File: config.mk
export PLATFORM = sky130hd
export DESIGN_NAME = fetch_fifo
export DESIGN_NICKNAME = d
export VERILOG_FILES = /design/src/rtl/fetch_fifo.sv
export SDC_FILE = /design/constraint.sdc
export NUM_CORES = 2
export LEC_CHECK = 0
export ABC_AREA = 0
export BUFFER_PORTS_ARGS = -buffer_cell sky130_fd_sc_hd__clkbuf_2
export CORE_MARGIN = 1.5
export CORE_UTILIZATION = 25
export DETAILED_ROUTE_END_ITERATION = 8
export GPL_TIMING_DRIVEN = 0
export PLACE_DENSITY = 0.44
export SLEW_MARGIN = 10
export SYNTH_ARGS = -nofsm -noshare
export SYNTH_HDL_FRONTEND = slang
export SYNTH_HIERARCHICAL = 1
export SYNTH_SLANG_ARGS = --single-unit
File: constraint.sdc
create_clock -name clk_i -period 3.15 [get_ports clk_i]
set_input_delay 0.4725 -clock clk_i [delete_from_list [all_inputs] [get_ports clk_i]]
set_output_delay 0.4725 -clock clk_i [all_outputs]
set_load 0.02 [all_outputs]
File: src/rtl/fetch_fifo.sv
// Instruction realignment FIFO between the fetch frontend and ID: splits 32-bit
// fetch words into compressed/full instructions and queues them as fetch entries.

package riscv;
  localparam logic [63:0] INSTR_PAGE_FAULT = 64'd12;
endpackage

package ariane_pkg;
  typedef struct packed {
    logic [63:0] cause;
    logic [63:0] tval;
    logic        valid;
  } exception_t;

  typedef struct packed {
    logic [63:0] predict_address;
    logic        predict_taken;
    logic        valid;
  } branchpredict_sbe_t;

  typedef struct packed {
    logic [63:0]        address;
    logic [31:0]        instruction;
    branchpredict_sbe_t branch_predict;
    exception_t         ex;
  } fetch_entry_t;
endpackage

// Simulation-only occupancy guard; synthesis ignores the assertion.
module fetch_fifo_chk #(
  parameter int unsigned DEPTH = 4,
  parameter int unsigned CNT_W = 3
) (
  input logic             clk_i,
  input logic             rst_ni,
  input logic [CNT_W-1:0] count_d
);
  a_no_overflow: assert property (@(posedge clk_i) disable iff (!rst_ni)
    count_d <= CNT_W'(DEPTH));
endmodule

module fetch_fifo #(
  parameter int unsigned DEPTH = 4
) (
  input  logic                     clk_i,
  input  logic                     rst_ni,
  input  logic                     flush_i,
  input  logic                     in_valid_i,
  output logic                     in_ready_o,
  input  logic [63:0]              in_addr_i,
  input  logic [31:0]              in_rdata_i,
  input  logic                     in_ex_i,
  output ariane_pkg::fetch_entry_t fetch_entry_o,
  output logic                     fetch_entry_valid_o,
  input  logic                     fetch_ack_i
);

  localparam int unsigned PTR_W = (DEPTH > 1) ? $clog2(DEPTH) : 1;
  localparam int unsigned CNT_W = PTR_W + 1;

  ariane_pkg::fetch_entry_t mem_q [DEPTH];
  logic [PTR_W-1:0] rd_ptr_q;
  logic [PTR_W-1:0] wr_ptr_q;
  logic [CNT_W-1:0] count_q;
  logic             pending_q;
  logic [15:0]      pend_instr_q;
  logic [63:0]      pend_addr_q;

  logic                     accept_s;
  logic                     pop_s;
  logic [63:0]              upper_addr_s;
  logic                     upper_straddle_s;
  logic                     lo_valid_s;
  ariane_pkg::fetch_entry_t lo_entry_s;
  logic                     do_upper_s;
  logic                     up_valid_s;
  logic                     up_pend_s;
  ariane_pkg::fetch_entry_t up_entry_s;
  ariane_pkg::fetch_entry_t entry0_s;
  ariane_pkg::fetch_entry_t entry1_s;
  logic [1:0]               n_push_s;
  logic [1:0]               n_eff_s;
  logic [CNT_W-1:0]         count_d_s;
  logic [PTR_W-1:0]         wr_ptr_nx_s;

  function automatic ariane_pkg::fetch_entry_t make_entry(input logic [63:0] addr,
                                                          input logic [31:0] instr);
    ariane_pkg::fetch_entry_t e;
    e             = '0;
    e.address     = addr;
    e.instruction = instr;
    return e;
  endfunction

  function automatic ariane_pkg::fetch_entry_t make_fault(input logic [63:0] addr);
    ariane_pkg::fetch_entry_t e;
    e          = '0;
    e.address  = addr;
    e.ex.valid = 1'b1;
    e.ex.cause = riscv::INSTR_PAGE_FAULT;
    e.ex.tval  = addr;
    return e;
  endfunction

  assign in_ready_o          = (CNT_W'(DEPTH) - count_q) >= CNT_W'(2);
  assign fetch_entry_valid_o = (count_q != CNT_W'(0));
  assign fetch_entry_o       = fetch_entry_valid_o ? mem_q[rd_ptr_q] : '0;

  assign accept_s         = in_valid_i && in_ready_o && !flush_i;
  assign pop_s            = fetch_ack_i && fetch_entry_valid_o && !flush_i;
  assign upper_addr_s     = {in_addr_i[63:2], 2'b10};
  assign upper_straddle_s = (in_rdata_i[17:16] == 2'b11);
  assign up_entry_s       = make_entry(upper_addr_s, {16'h0000, in_rdata_i[31:16]});
  assign up_valid_s       = do_upper_s && !upper_straddle_s;
  assign up_pend_s        = do_upper_s && upper_straddle_s;
  assign wr_ptr_nx_s      = wr_ptr_q + PTR_W'(1);

  // Lower-halfword decode: completes a pending straddler or emits the low instruction.
  always_comb begin
    lo_valid_s = 1'b0;
    lo_entry_s = '0;
    do_upper_s = 1'b0;
    if (in_ex_i) begin
      lo_valid_s = 1'b1;
      lo_entry_s = make_fault(pending_q ? pend_addr_q : in_addr_i);
    end else if (pending_q) begin
      lo_valid_s = 1'b1;
      lo_entry_s = make_entry(pend_addr_q, {in_rdata_i[15:0], pend_instr_q});
      do_upper_s = 1'b1;
    end else if (!in_addr_i[1] && (in_rdata_i[1:0] == 2'b11)) begin
      lo_valid_s = 1'b1;
      lo_entry_s = make_entry(in_addr_i, in_rdata_i);
    end else if (!in_addr_i[1]) begin
      lo_valid_s = 1'b1;
      lo_entry_s = make_entry(in_addr_i, {16'h0000, in_rdata_i[15:0]});
      do_upper_s = 1'b1;
    end else begin
      do_upper_s = 1'b1;
    end
  end

  // Pack emitted entries in program order and derive the next occupancy.
  always_comb begin
    entry0_s = '0;
    entry1_s = '0;
    if (lo_valid_s) begin
      entry0_s = lo_entry_s;
      entry1_s = up_entry_s;
    end else begin
      entry0_s = up_entry_s;
      entry1_s = '0;
    end
    n_push_s  = {1'b0, lo_valid_s} + {1'b0, up_valid_s};
    n_eff_s   = accept_s ? n_push_s : 2'd0;
    count_d_s = count_q + CNT_W'(n_eff_s) - CNT_W'(pop_s);
  end

  // Storage, pointers, occupancy and straddle state.
  always_ff @(posedge clk_i or negedge rst_ni) begin
    if (!rst_ni) begin
      for (int i = 0; i < int'(DEPTH); i++) begin
        mem_q[i] <= '0;
      end
      rd_ptr_q     <= '0;
      wr_ptr_q     <= '0;
      count_q      <= '0;
      pending_q    <= 1'b0;
      pend_instr_q <= 16'h0000;
      pend_addr_q  <= 64'h0;
    end else if (flush_i) begin
      rd_ptr_q  <= '0;
      wr_ptr_q  <= '0;
      count_q   <= '0;
      pending_q <= 1'b0;
    end else begin
      if (n_eff_s != 2'd0) begin
        mem_q[wr_ptr_q] <= entry0_s;
      end
      if (n_eff_s == 2'd2) begin
        mem_q[wr_ptr_nx_s] <= entry1_s;
      end
      wr_ptr_q <= wr_ptr_q + PTR_W'(n_eff_s);
      if (pop_s) begin
        rd_ptr_q <= rd_ptr_q + PTR_W'(1);
      end
      count_q <= count_d_s;
      if (accept_s) begin
        pending_q <= up_pend_s;
        if (up_pend_s) begin
          pend_instr_q <= in_rdata_i[31:16];
          pend_addr_q  <= upper_addr_s;
        end
      end
    end
  end

  fetch_fifo_chk #(.DEPTH(DEPTH), .CNT_W(CNT_W)) u_chk (
    .clk_i   (clk_i),
    .rst_ni  (rst_ni),
    .count_d (count_d_s)
  );

endmodule

==> impl_metrics.json <==
{
  "fin_crit_ns": 3.260,
  "dpl.hpwl_microns": 156000,
  "yosysUniqueCellTypes": 55,
  "yosys_most_used_dff": "dfrtp_1",
  "cp.required_ns": 2.68,
  "vias": 40589,
  "p_leak_nw": 31.94,
  "fin_setup_tns_ns": -4.678,
  "hold_viol": 0,
  "ys_seq_area_share_pct": 56.67,
  "r2r_end": "mem_q[270]$_DFFE_PN0N_",
  "maxCapViolations": 0,
  "cp_data_arrival_time_ns": 2.79,
  "relSlewSlack_pct": 17.88,
  "synth_area_sq_mm": 0.05524,
  "cp-start-kind": "flop",
  "coreArea_sq_mm": 0.2197,
  "hp-class": "input pin to flop",
  "gp_congestion": 0.8274,
  "max-vdd-ir-drop_mv": 0.7569,
  "tightest_slew_ns": 1.232,
  "dieWidth_microns": 473.1,
  "status": "finished, violations left",
  "drt-initial-drc-count": 4190,
  "cp_cell_sequence": "buf_8 -> buf_8 -> mux4_2 -> and2_1 -> clkbuf_2",
  "register_area_sq_mm": 0.03131,
  "crit_path_end_kind": "output pin",
  "powerDensity_mw_per_mm2": 854.2,
  "ys_warn_count": 6,
  "post-route-util_pct": 31.62,
  "synth_top_family_by_area": "multiplexers",
  "synth_edf_count": 0,
  "synth_fa_ha_area_share_pct": 0.2175,
  "drc_errors": 0,
  "cp_num_buf_inv": 3,
  "clk_path_buf_depth": 3,
  "slowest_delay_ns": 0.54,
  "p_seq_share_pct": 36.0,
  "insertion_delay_ns": 0.80,
  "syn_nets": 4497,
  "die_y_microns": 473.1,
  "rsz0062_at_grt": "yes",
  "r2r-start": "pending_q$_DFFE_PN0P_",
  "path_max_fanout": 10,
  "cts_tree": "built",
  "nets": 5161,
  "dr.pass1.iters": 6,
  "crit_type": "flop to output pin",
  "combPwrFrac_pct": 34.2,
  "cts_made_buffers": 147,
  "die_area_sq_mm": 0.2238,
  "worst-r2r-setup-slack_ns": 0.03,
  "fillers": 22223,
  "numPortBuffers": 394,
  "grt_pass1_vias": 41325,
  "cpMostUsedCell": "buf_8",
  "setup_viol": 129,
  "post-route-period-util_pct": 103.5,
  "slew_viol_final": 0,
  "layout_common_cells": "dfrtp_1 (1249), and2_1 (609), clkbuf_2 (430)",
  "num_rows": 172,
  "violations": "negative setup slack",
  "h-tree-depth": 4,
  "multiInputGateArea_sq_mm": 0.02222,
  "switching_share_pct": 34.53,
  "area_delta_synth_final_pct": 25.78,
  "start_util_pct": 25.14,
  "instances_no_fill": 8136,
  "ant_nets": 0,
  "dp_slack_ns": -2.467,
  "yosys.area_share.simple_pct": 14.54,
  "stdcell_area_sq_mm": 0.06948,
  "synthCells": 4386,
  "worstRegToRegCells": 12,
  "antenna_found_initial": 48,
  "synthMuxAreaShare_pct": 14.85,
  "dp.cells": 7753,
  "vias_per_cell": 4.989,
  "place_area_sq_mm": 0.06133,
  "async_flop_share_pct": 100.0,
  "slowest_stage": "mux4_2",
  "fin_skew_ns": 0.03948,
  "drive_gt1_share_pct": 28.31,
  "grt_pass1_wl_microns": 316000,
  "cp_num_cells": 5,
  "synth-compound-area-share_pct": 9.892,
  "syn_area_per_cell_sq_um": 12.59,
  "p_switching_mw": 20.49,
  "grt_max_degree": 103,
  "crit_end": "fetch_entry_o[228]",
  "p_clk_share_pct": 29.9,
  "cts_sinks": 1251,
  "finalPower_mw": 59.35,
  "clk_pin_slew_ns": 0.06,
  "overflow": 0,
  "whs_ns": 0.05335,
  "cts_root_buf": "clkbuf_16",
  "ys_ff_latch": 1251,
  "boundaryPins": 395,
  "cp_top_family": "buffers and inverters",
  "fmax_mhz": 306.8,
  "drt_wl_total_microns": 220800,
  "synthXorXnorAreaFrac_pct": 0.09513,
  "intPower_mw": 38.86,
  "wl_per_cell_microns": 27.14,
  "timing.final.ws_setup_ns": -0.1096,
  "cp-startpoint": "rd_ptr_q[0]$_DFFE_PN0P_",
  "final_common_cell": "dfrtp_1",
  "grt_usage_pct": 19.52
}
-- kinds of logic after synthesis --
| logic type | after synthesis |
|---|---|
| multiplexers | 446 |
| XOR/XNOR | 6 |
| AO/OA/AOI/OAI | 687 |
| adder cells (fa/ha/maj) | 9 |
| flip-flops | 1251 |
| buffers and inverters | 490 |
| AND/OR/NAND/NOR | 1497 |
-- cells in the mapped netlist (84+ instances only) --
library cell,count,share of area [%]
nand2_1,379,2.6
and2_1,675,7.6
and3_1,130,1.5
dfrtp_1,1251,57
clkbuf_1,237,1.6
o21ai_0,122,1.1
nor2_1,115,0.78
nand3_1,84,0.76
buf_2,118,1.1
inv_1,84,0.57
a22o_1,122,1.9
mux4_2,291,12
o221ai_1,140,2.2
-- flip-flops by register name, indices dropped and copies added (netlist names) --
| signal | flops |
|---|---|
| wr_ptr_q | 2 |
| pend_instr_q | 16 |
| rd_ptr_q | 2 |
| pend_addr_q | 63 |
| mem_q | 1164 |
| pending_q | 1 |
| count_q | 3 |
-- power by group through the flow --
stage | clock [mW] | sequential (mW) | combinational, mW
detailed placement | 0 | 21.5 | 18.3
floorplan | 0 | 20.9 | 11.4
CTS | 18.1 | 21.3 | 19.7
finish | 17.7 | 21.3 | 20.3
global placement | 0 | 21.5 | 18.1
global route | 18.8 | 21.7 | 21.7
-- worst min path at each step --
| stage | depth (start not counted) | start | slack, ns | to |
|---|---|---|---|---|
| 5_1_grt | 2 | in_addr_i[51] | 0.004 | pend_addr_q[51]$_DFFE_PN0P_ |
| 3_3_place_gp | 1 | pend_addr_q[1]$_DFFE_PN0P_ | 0.45 | pend_addr_q[1]$_DFFE_PN0P_ |
| 4_1_cts | 2 | in_addr_i[50] | 0.00001 | pend_addr_q[50]$_DFFE_PN0P_ |
| 2_1_floorplan | 0 | rst_ni | 0.18 | count_q[0]$_DFF_PN0_ |
| 6_report | 2 | in_rdata_i[18] | 0.05 | pend_instr_q[2]$_DFFE_PN0P_ |
| 3_5_place_dp | 1 | rst_ni | 0.37 | mem_q[549]$_DFFE_PN0N_ |
-- routing by layer --
layer / wire length, microns / GRT usage, % / vias up / share of wire, %
met4: 6439 / 6.037 / 28 / 2.9
li1: - / - / 17306 / -
met1: 99250 / 27.70 / 21419 / 45
met3: 15960 / 4.408 / 296 / 7.2
met5: 171 / 0 / - / 0.077
met2: 98980 / 29.46 / 1540 / 45
-- timing repair --
| item | in CTS | in global routing |
|---|---|---|
| pin swaps | 7 | 37 |
| resized for setup | 453 | 349 |
| hold buffers | 62 | 0 |
| setup buffers | 22 | 16 |
| setup endpoints to repair | 1462 | 909 |
| hold endpoints to repair | 264 | 0 |
| cloned | 4 | 9 |
-- layout make-up --
cell class / count / share of cell area, %
clock buffer: 229 / 6.391
antenna: 14 / 0.05042
tap: 2958 / 5.327
timing repair buffer: 522 / 5.748
multi-input combinational: 2645 / 31.98
sequential: 1251 / 45.06
clock inverter: 34 / 0.7797
buffer: 396 / 4.169
inverter: 87 / 0.4916
Power figures use the tool's default switching activity.
